$ cat src/rtl/fsb_pkg.sv
// Shared types and defaults for the 68000 front-side bus cycle controller.
package fsb_pkg;
    typedef enum logic [1:0] {
        S_IDLE = 2'd0,
        S_WAIT = 2'd1,
        S_TERM = 2'd2,
        S_HOLD = 2'd3
    } fsb_state_e;

    localparam logic [1:0] ERR_NONE     = 2'd0;
    localparam logic [1:0] ERR_TIMEOUT  = 2'd1;
    localparam logic [1:0] ERR_CONFLICT = 2'd2;

    localparam int NCH_DEF    = 4;
    localparam int TO_CYC_DEF = 64;
endpackage

$ cat src/rtl/fsb_tocnt.sv
// Saturating wait-state counter; tc flags the last cycle before a bus-error timeout.
module fsb_tocnt
    import fsb_pkg::*;
#(
    parameter int TO_CYC = TO_CYC_DEF
) (
    input  logic FCLK,
    input  logic RST,
    input  logic clr,
    input  logic en,
    output logic tc
);
    localparam int CW = $clog2(TO_CYC + 1);
    localparam logic [CW-1:0] LAST = CW'(TO_CYC - 1);
    localparam logic [CW-1:0] SAT  = CW'(TO_CYC);

    logic [CW-1:0] cnt;

    always_ff @(posedge FCLK) begin
        if (RST || clr) begin
            cnt <= '0;
        end else if (en && (cnt != SAT)) begin
            cnt <= cnt + 1'b1;
        end
    end

    assign tc = (cnt == LAST);
endmodule

$ cat src/rtl/fsb_ctl.sv
// 68000 bus cycle terminator: picks nDTACK, nVPA or nBERR for each address-strobe cycle.
module fsb_ctl
    import fsb_pkg::*;
#(
    parameter int              NCH      = NCH_DEF,
    parameter logic [NCH-1:0]  VPA_MASK = '0,
    parameter int              TO_CYC   = TO_CYC_DEF
) (
    input  logic           FCLK,
    input  logic           RST,
    input  logic           nAS,
    input  logic [NCH-1:0] CS,
    input  logic [NCH-1:0] RDY,
    input  logic           IACS,
    output logic           nDTACK,
    output logic           nVPA,
    output logic           nBERR,
    output logic           BACT,
    output logic [1:0]     ERR,
    output fsb_state_e     dbg_state
);
    // Handshake: a cycle opens when nAS is seen low while armed; exactly one strobe
    // answers it and is held until nAS is seen high, which closes the cycle.
    fsb_state_e state;
    logic       asr;
    logic       armed;
    logic       multi_cs;
    logic       ready;
    logic       vpa_sel;
    logic       tc;
    logic       cnt_clr;
    logic       cnt_en;

    always_comb begin
        multi_cs = ((CS & (CS - NCH'(1))) != '0);
        ready    = IACS || ((CS & RDY) != '0);
        vpa_sel  = IACS || ((CS & VPA_MASK) != '0);
        cnt_clr  = ((state == S_IDLE) && !nAS && armed) || ((state == S_WAIT) && nAS);
        cnt_en   = (state == S_WAIT) && !ready;
    end

    fsb_tocnt #(.TO_CYC(TO_CYC)) u_tocnt (
        .FCLK (FCLK),
        .RST  (RST),
        .clr  (cnt_clr),
        .en   (cnt_en),
        .tc   (tc)
    );

    always_ff @(posedge FCLK) begin
        if (RST) begin
            state  <= S_IDLE;
            nDTACK <= 1'b1;
            nVPA   <= 1'b1;
            nBERR  <= 1'b1;
            asr    <= 1'b0;
            ERR    <= ERR_NONE;
            armed  <= 1'b0;
        end else begin
            asr <= !nAS;
            if (nAS) begin
                armed <= 1'b1;
            end
            case (state)
                S_IDLE: begin
                    if (!nAS && armed) begin
                        state <= S_WAIT;
                        armed <= 1'b0;
                    end
                end
                S_WAIT: begin
                    if (nAS) begin
                        state <= S_IDLE;
                    end else if (multi_cs && !IACS) begin
                        nBERR <= 1'b0;
                        ERR   <= ERR_CONFLICT;
                        state <= S_TERM;
                    end else if (ready) begin
                        if (vpa_sel) nVPA <= 1'b0;
                        else         nDTACK <= 1'b0;
                        state <= S_TERM;
                    end else if (tc) begin
                        nBERR <= 1'b0;
                        ERR   <= ERR_TIMEOUT;
                        state <= S_TERM;
                    end
                end
                S_TERM: begin
                    // A low nAS with ASr clear means the high phase slipped between samples.
                    if (nAS || !asr) begin
                        nDTACK <= 1'b1;
                        nVPA   <= 1'b1;
                        nBERR  <= 1'b1;
                        state  <= nAS ? S_IDLE : S_HOLD;
                    end
                end
                S_HOLD: begin
                    if (nAS) begin
                        state <= S_IDLE;
                    end
                end
                default: state <= S_IDLE;
            endcase
        end
    end

    assign BACT      = !nAS || asr;
    assign dbg_state = state;
endmodule

$ cat config.mk
export PLATFORM = sky130hd
export DESIGN_NAME = fsb_ctl
export DESIGN_NICKNAME = d
export VERILOG_FILES = /design/src/rtl/fsb_pkg.sv /design/src/rtl/fsb_tocnt.sv /design/src/rtl/fsb_ctl.sv
export SDC_FILE = /design/constraint.sdc
export NUM_CORES = 1
export LEC_CHECK = 0
export ABC_AREA = 1
export ABC_CLOCK_PERIOD_IN_PS = 1550
export CELL_PAD_IN_SITES_DETAIL_PLACEMENT = 1
export CELL_PAD_IN_SITES_GLOBAL_PLACEMENT = 1
export CORE_MARGIN = 10
export CORE_UTILIZATION = 34
export DETAILED_ROUTE_END_ITERATION = 10
export PLACE_DENSITY = 0.86
export SLEW_MARGIN = 15
export SYNTH_ARGS = -nofsm -noshare
export SYNTH_HDL_FRONTEND = slang
export SYNTH_SLANG_ARGS = --single-unit
$ cat constraint.sdc
create_clock -name FCLK -period 1.55 [get_ports FCLK]
set_input_delay 0.3875 -clock FCLK [delete_from_list [all_inputs] [get_ports FCLK]]
set_output_delay 0.3875 -clock FCLK [all_outputs]
set_load 0.01 [all_outputs]
# Word level (Yosys, flattened, before mapping)
# Cells that the tools add are included.
# op_classes
n_addsub,2
n_eq_ne,17
n_mux,31
n_bitwise,3
reduce_logical,26
# op_table
cell,count
$mux 2,11
$mux 1,16
$ne 2x2->1 const B,7
$reduce_and 6->1,2
$and 4x4->4,2
$pmux 2 s4,1
$reduce_and 4->1,2
$reduce_bool 4->1,2
$add 7x1->7 const B,1
$eq 7x6->1 const B,1
$logic_and 1x1->1,7
$ne 7x7->1 const B,1
$ne 3x2->1 const B,2
$pmux 1 s2,3
$logic_or 1x1->1,5
$ne 5x4->1 const B,1
$reduce_and 5->1,1
$eq 2x2->1 const B,2
$logic_not 1->1,4
$ne 2x1->1 const B,2
$reduce_bool 2->1,2
$sub 4x1->4 const B,1
$eq 2x1->1 const B,1
$logic_not 2->1,1
$not 1->1,1
# word_totals
register_bits,16
output_inout_bits,8
wordCells,87

# Depth between registers and ports, before layout
# Gate-level depths: netlist (run 1).
# depth
ltp_word,7
ltp_mapped,11
mapped_depth_nobuf,11

# Modules after synthesis
# From an unflattened synthesis (run 1), not the netlist that was laid out.
# unflattened
hier_cells,156
area_unflattened_um2,999.7
# by_module_without_submodules
module,n_inst,cells_per_inst,area_per_inst_um2,seq_area_each_um2
fsb_ctl,1,89,520.5,180.2
fsb_tocnt,1,67,479.2,140.1

# Worst setup path after synthesis (run 1)
# Ideal clock, no wire load.
# synth_path
path_type,flip-flop to flip-flop
start,register u_tocnt.cnt[0]
end,register ERR[1]
arrival_time_ps,1199
t_required_ps,1440
slack_ps,241
stages_incl_launch_ff,8
period_less_slack_ps,1309
cell_sequence,dfxtp_1 -> ha_1 -> nand3_2 -> nor3_2 -> nand3_1 -> or2_1 -> nand3_1 -> inv_1
# synth_between
elab_chain_len,3
# synth_rtl
element,line_no,text
from (decl),fsb_tocnt.sv:17,logic [CW-1:0] cnt;
from (signal assigned),fsb_tocnt.sv:23,cnt <= cnt + 1'b1;
$eq 7x6->1,fsb_tocnt.sv:27,assign tc = (cnt == LAST);
$reduce_bool 2->1 (no source line),--,
$reduce_and 4->1 (no source line),--,
to (signal assigned),fsb_ctl.sv:57,ERR <= ERR_NONE;
to (signal assigned),fsb_ctl.sv:76,ERR <= ERR_CONFLICT;
to (signal assigned),fsb_ctl.sv:84,ERR <= ERR_TIMEOUT;
to (decl),fsb_ctl.sv:19,"output logic [1:0] ERR,"
# Every way passes these cells.
# A chain may end at the register's enable or synchronous reset.

# Worst setup path in the final report (run 1)
# layout_path
start,input port RDY[1]
end,register u_tocnt.cnt[4]
# layout_between
elab_chain_len,6
# layout_rtl
element,line_no,text
from (decl),fsb_ctl.sv:13,"input logic [NCH-1:0] RDY,"
$and 4x4->4,fsb_ctl.sv:36,ready = IACS || ((CS & RDY) != '0);
$reduce_bool 4->1,fsb_ctl.sv:36,
$logic_or 1x1->1,fsb_ctl.sv:36,
$logic_not 1->1,fsb_ctl.sv:39,cnt_en = (state == S_WAIT) && !ready;
$logic_and 1x1->1,fsb_ctl.sv:39,
$logic_and 1x1->1,fsb_tocnt.sv:22,end else if (en && (cnt != SAT)) begin
# Every way passes these cells.

==> results.ini, run 1 <==
[worst_hold_path]
hp-start=IACS
worstHoldEndpoint=nVPA$_SDFFE_PP1P_
min_path_cells=4
worst_hold_path_type=in -> reg

[route]
drt_iter0_drc=16
drc=0
wl_um=2940
vias=1006
routed_via_density=4.84
ant_nets=0
dr.pass1.iters=2
routedWlPerCell_um=14.1

[layout]
areaGrowthSynthToFinish_pct=45.1
fin_nets=193
fillers=339
seqCellArea_um2=325
multi_input_area_um2=569
drive_above_1_share=0.258
antennaDiodeCount=0
finalInstanceArea_um2=1340

[sta]
fmax_mhz=654
finalCritPeriodShare=0.987
slew_headroom=0.795
tightest_slew_ps=307
maxSlewViolCount=0
finalHoldViolCount=0
setup_viol=0
rsz0062_at_grt=true
setup_slack_ps=20.2
finClkSkew_ps=3.14
min_period_ps=1530
setup-tns-final_ps=0

[worst_setup_path]
rr_worst_depth=7
worstReg2RegStart=dbg_state[0]$_SDFFE_PP0P_
critPathMaxFanout=3
arrival_ps=1710
r2r_setup_slack_ps=110
critPathKind=in -> reg
regToRegEndpoint=u_tocnt.cnt[4]$_SDFFE_PP0P_
cp-start-kind=input pin
cp-end-kind=flip-flop
cp.required_ps=1730

[placed_design]
portBuffers=19
place_congestion=0.788
dpl.hpwl_um=2350
dp_slack_ps=-547
post_dp_cell_area_um2=1240

[yosys]
yosysWarnings=0
synth_top_area_share=0.346
ys_top_cells_by_count=nand2_1 (38), inv_1 (21), dfxtp_1 (16)
syn-cell-area_um2=925
ys.flop_type=dfxtp_1
synth_edf_count=0
postSynthAreaPerCell_um2=6.51
ys_seq_area_frac=0.346
synth_cell_types=23
synth_area_leaders=dfxtp_1 (35%), nand2_1 (15%), inv_1 (8.5%)
yosysMostFrequentCell=nand2_1
synth_top_area_cell=dfxtp_1
ys_seq_elements=16
async_reset_ff_frac=0
syn_inst=142
synth_nets=156

[power]
p_per_area_nw_per_um2=826
irDropWorstVdd_uv=511
p_leak_uw=0.000656

[floorplanning]
rows=18
core_area_um2=2540
die_w_um=72.2
die-height_um=72.2
design.portCount=20
dieArea_um2=5210
start_util=0.363

[global_routing]
grt_util_all_layers=0.111
antenna_found_initial=0
grt_pass1_vias=1046
grt_start_max_net_pins=10
overflow=0
grt_pass1_wl_um=4770

[clock_tree]
clock-sinks=16
clk_latency_ps=290
cts_setup_buffers=0
htreeDepth=1
clk_pin_slew_ps=100
ctsHoldBuffers=0
cts_tree=yes
cts_buffers=3
cts_root_buf=clkbuf_4
clockBufferDepth=2

[flow_run]
drv_cap=0

[run_status]
outcome=finished, final reports clean

[stage by stage]
step	hold WS, ps	instances	total power [uW]	utilization
after detailed placement	440	203	833	0.488
final	469	208	1110	0.527
after global placement	432	203	812	0.488
after CTS	456	207	1100	0.500
after global routing	492	208	1200	0.527
after floorplan	433	142	658	-
[flip-flops by register name (all words and copies together) (netlist names)]
name and cells:
ERR 2, u_tocnt.cnt 7, armed 1, nBERR 1, asr 1, nVPA 1
dbg_state 2, nDTACK 1
[worst max-delay path by stage]
| stage | from | cells after the start | slack, ps | end |
|---|---|---|---|---|
| 4_1_cts | CS[1] | 11 | 20 | u_tocnt.cnt[6]$_SDFFE_PP0P_ |
| 3_3_place_gp | nAS | 4 | -490 | BACT |
| 2_1_floorplan | u_tocnt.cnt[0]$_SDFFE_PP0P_ | 7 | 240 | ERR[1]$_SDFFE_PP0P_ |
| 6_report | RDY[1] | 9 | 20 | u_tocnt.cnt[4]$_SDFFE_PP0P_ |
| 5_1_grt | u_tocnt.cnt[0]$_SDFFE_PP0P_ | 10 | -40 | u_tocnt.cnt[6]$_SDFFE_PP0P_ |
| 3_5_place_dp | nAS | 4 | -550 | BACT |
[placed cells by master (no fill, tap or decap), drive strengths merged]
cell type,instances
nand2,40
inv,24
nor2,17
dfxtp,16
buf,13
nand3,12
o21ai,11
a21oi,9
dlygate4sd2,8
dlymetal6s2s,6
nor3,6
clkdlybuf4s50,4
clkbuf,4
nand4,2
or2,2
ha,2
xnor2,1
xor2,1
[per-layer routing]
metal  global-route usage  part of all wire
met5                    0                 0
met4               0.0323            0.0085
met3               0.0259             0.030
met2                0.210              0.56
met1                0.118              0.40
[critical path, stage by stage]
cell and delay [ps]:
clkdlybuf4s50_1 400, nand2_1 70, inv_1 70, nor2_4 110, nand2_4 70, nor2_4 180, nand2_1 110, o21ai_0 230
a21oi_1 80
[report_power, final]
group          internal (uW)  switching (uW)  total, uW
clock network            143             139        282
registers                448            25.9        474
logic                    145             206        352
[final cells by class]
class	count	share of cell area
Clock buffer	4	0.0271
Sequential cell	16	0.243
Timing Repair Buffer	31	0.211
Tap cell	30	0.0280
Inverter	24	0.0672
Multi-Input combinational cell	103	0.424
[kinds of logic (layout without fill, tap and decap cells)]
logic type	Yosys count	in the layout	synth area share
compound gates	20	20	0.116
xor+xnor	2	2	0.0189
fa+ha+maj	2	2	0.0271
buf+inv	24	59	0.0974
flops	16	16	0.346
simple gates	78	79	0.394
[repair_timing]
action | 4_1_cts | 5_1_grt
pin swaps | 0 | 11
cloned | 0 | 1
setup endpoints to repair | 10 | 13
gates resized for setup | 16 | 22
endpoints found under the hold margin | 0 | 0
No activity file was read; power rests on OpenSTA's default activity.
==> run 2, diff against run 1 <==
--- a/config.mk
+++ b/config.mk
@@ -15,2 +15,3 @@
 export PLACE_DENSITY = 0.86
+export REMOVE_ABC_BUFFERS = 1
 export SLEW_MARGIN = 15
==> constraint.sdc (replaced) <==
create_clock -name FCLK -period 1.55 [get_ports FCLK]
set_input_delay 0.155 -clock FCLK [delete_from_list [all_inputs] [get_ports FCLK]]
set_output_delay 0.155 -clock FCLK [all_outputs]
set_load 0.01 [all_outputs]
==> results.ini, run 2 (synthesized netlist as in run 1, its figures left out) <==
[clock_tree]
htreeDepth=1
clk_pin_slew_ps=100
cts_buffers=3
cts_tree=yes
clk_latency_ps=300
cts_setup_buffers=0
cts_root_buf=clkbuf_4
clock-sinks=16
clockBufferDepth=2

[worst_setup_path]
critPathLaunch=u_tocnt.cnt[0]$_SDFFE_PP0P_
cp.required_ps=1760
rr_worst_depth=7
regToRegEndpoint=ERR[1]$_SDFFE_PP0P_
critPathMaxFanout=4
critPathKind=reg -> reg
cp-end-kind=flip-flop
arrival_ps=1630
worstReg2RegStart=u_tocnt.cnt[0]$_SDFFE_PP0P_
cp-start-kind=flip-flop
r2r_setup_slack_ps=130

[route]
drt_iter0_drc=46
ant_nets=0
routed_via_density=4.93
vias=1016
wl_um=2860
routedWlPerCell_um=13.9
drc=0
dr.pass1.iters=4

[placed_design]
place_inst=202
dp_slack_ps=-120
dpl.hpwl_um=2300
place_congestion=0.809
portBuffers=19

[sta]
finalCritPeriodShare=0.917
finClkSkew_ps=8.76
min_period_ps=1420
setup_slack_ps=128
maxSlewViolCount=0
setup_viol=0
tightest_slew_ps=346
slew_headroom=0.767
fmax_mhz=703
finalHoldViolCount=0

[layout]
fillers=360
regMostFlops=u_tocnt.cnt
finish.utilization=0.509
final_common_cell=nand2_1
drive_above_1_share=0.216
largest_register_ffs=7
fin_cells=206
mostFrequentLayoutCells=nand2_1 (38), inv_1 (21), clkdlybuf4s50_1 (18), dfxtp_1 (12)
fin_nets=191
antennaDiodeCount=0
areaGrowthSynthToFinish_pct=40.2

[power]
cellInternalPower_uw=750
irDropWorstVdd_uv=587
p_per_area_nw_per_um2=863
seqPwrFrac=0.427
total_power_uw=1120
p_leak_uw=0.000570
pwr-share-clk=0.256
switchingPower_uw=369
p_comb_frac=0.317
switching_share=0.330

[global_routing]
grt_start_max_net_pins=10
grt_pass1_vias=1066
antenna_found_initial=0
grt_pass1_wl_um=4840
overflow=0
grt_util_all_layers=0.112

[worst_hold_path]
min_path_cells=2
worstHoldEndpoint=nVPA$_SDFFE_PP1P_
worst_hold_path_type=reg -> reg
hp-start=nVPA$_SDFFE_PP1P_

[floorplanning]
rows=18
die_w_um=72.2
start_util=0.363
dieArea_um2=5210
core_area_um2=2540
design.portCount=20
die-height_um=72.2

[run_status]
outcome=finished, final reports clean

[flow_run]
drv_cap=0

[run 2: cell types whose count changed in the layout (fill, tap and decap cells not counted), sizes merged]
cell / previous run / this run
dlygate4sd2: 8 / 1
nand2: 40 / 39
buf: 13 / 11
dlymetal6s2s: 6 / 0
clkdlybuf4s50: 4 / 18
[run 2: power by group through the flow]
stage          combinational, uW  sequential, uW  clock [uW]
2_1_floorplan                167             491           0
3_3_place_gp                 332             478           0
3_5_place_dp                 349             482           0
4_1_cts                      353             474         307
5_1_grt                      401             484         318
6_report                     355             478         286
[run 2: through the flow]
step	instance area, um2	hold slack, ps	setup TNS, ps
floorplan	925	217	0
global placement	1230	428	-60.5
detailed placement	1230	441	-757
CTS	1270	460	0
global route	1300	486	-40.0
finish	1300	451	0
[run 2: routing by layer]
layer | part of all wire | GRT usage | up-vias | wire, um
met5 | 0 | 0 | - | 0
met1 | 0.40 | 0.113 | 480 | 1140
li1 | - | - | 516 | -
met4 | 0.0094 | 0.0194 | 0 | 27
met2 | 0.55 | 0.218 | 16 | 1570
met3 | 0.043 | 0.0354 | 4 | 124
[run 2: how the worst max path moves through the flow]
stage                                     end  slack [ps]  depth (start not counted)
finish                    ERR[1]$_SDFFE_PP0P_         130                          7
global route        dbg_state[0]$_SDFFE_PP0P_         -30                         11
CTS                       nDTACK$_SDFFE_PP1P_          50                          7
detailed placement        nDTACK$_SDFFE_PP1P_        -120                          9
global placement          nDTACK$_SDFFE_PP1P_         -30                          9
floorplan                 ERR[1]$_SDFFE_PP0P_         240                          7
[run 2: what timing repair did]
action                     4_1_cts  5_1_grt
pin swaps                        0        1
resized for setup                2        9
hold buffers                     0        0
setup endpoints to repair        4       13
[run 2: critical path, stage by stage, from the launching register on]
cell	delay, ps
dfxtp_2	360
ha_2	210
nand3_2	100
nor3_2	150
nand3_1	120
or2_1	270
nand3_1	100
inv_1	40
[run 2: area by class of cell]
class	instances	area (um2)	area share
multi-input cells	102	536	0.413
well taps	30	37.5	0.0290
clock buffers	4	36.3	0.0280
inverters	24	90.1	0.0695
flip-flops and latches	16	325	0.251
repair buffers	30	272	0.209
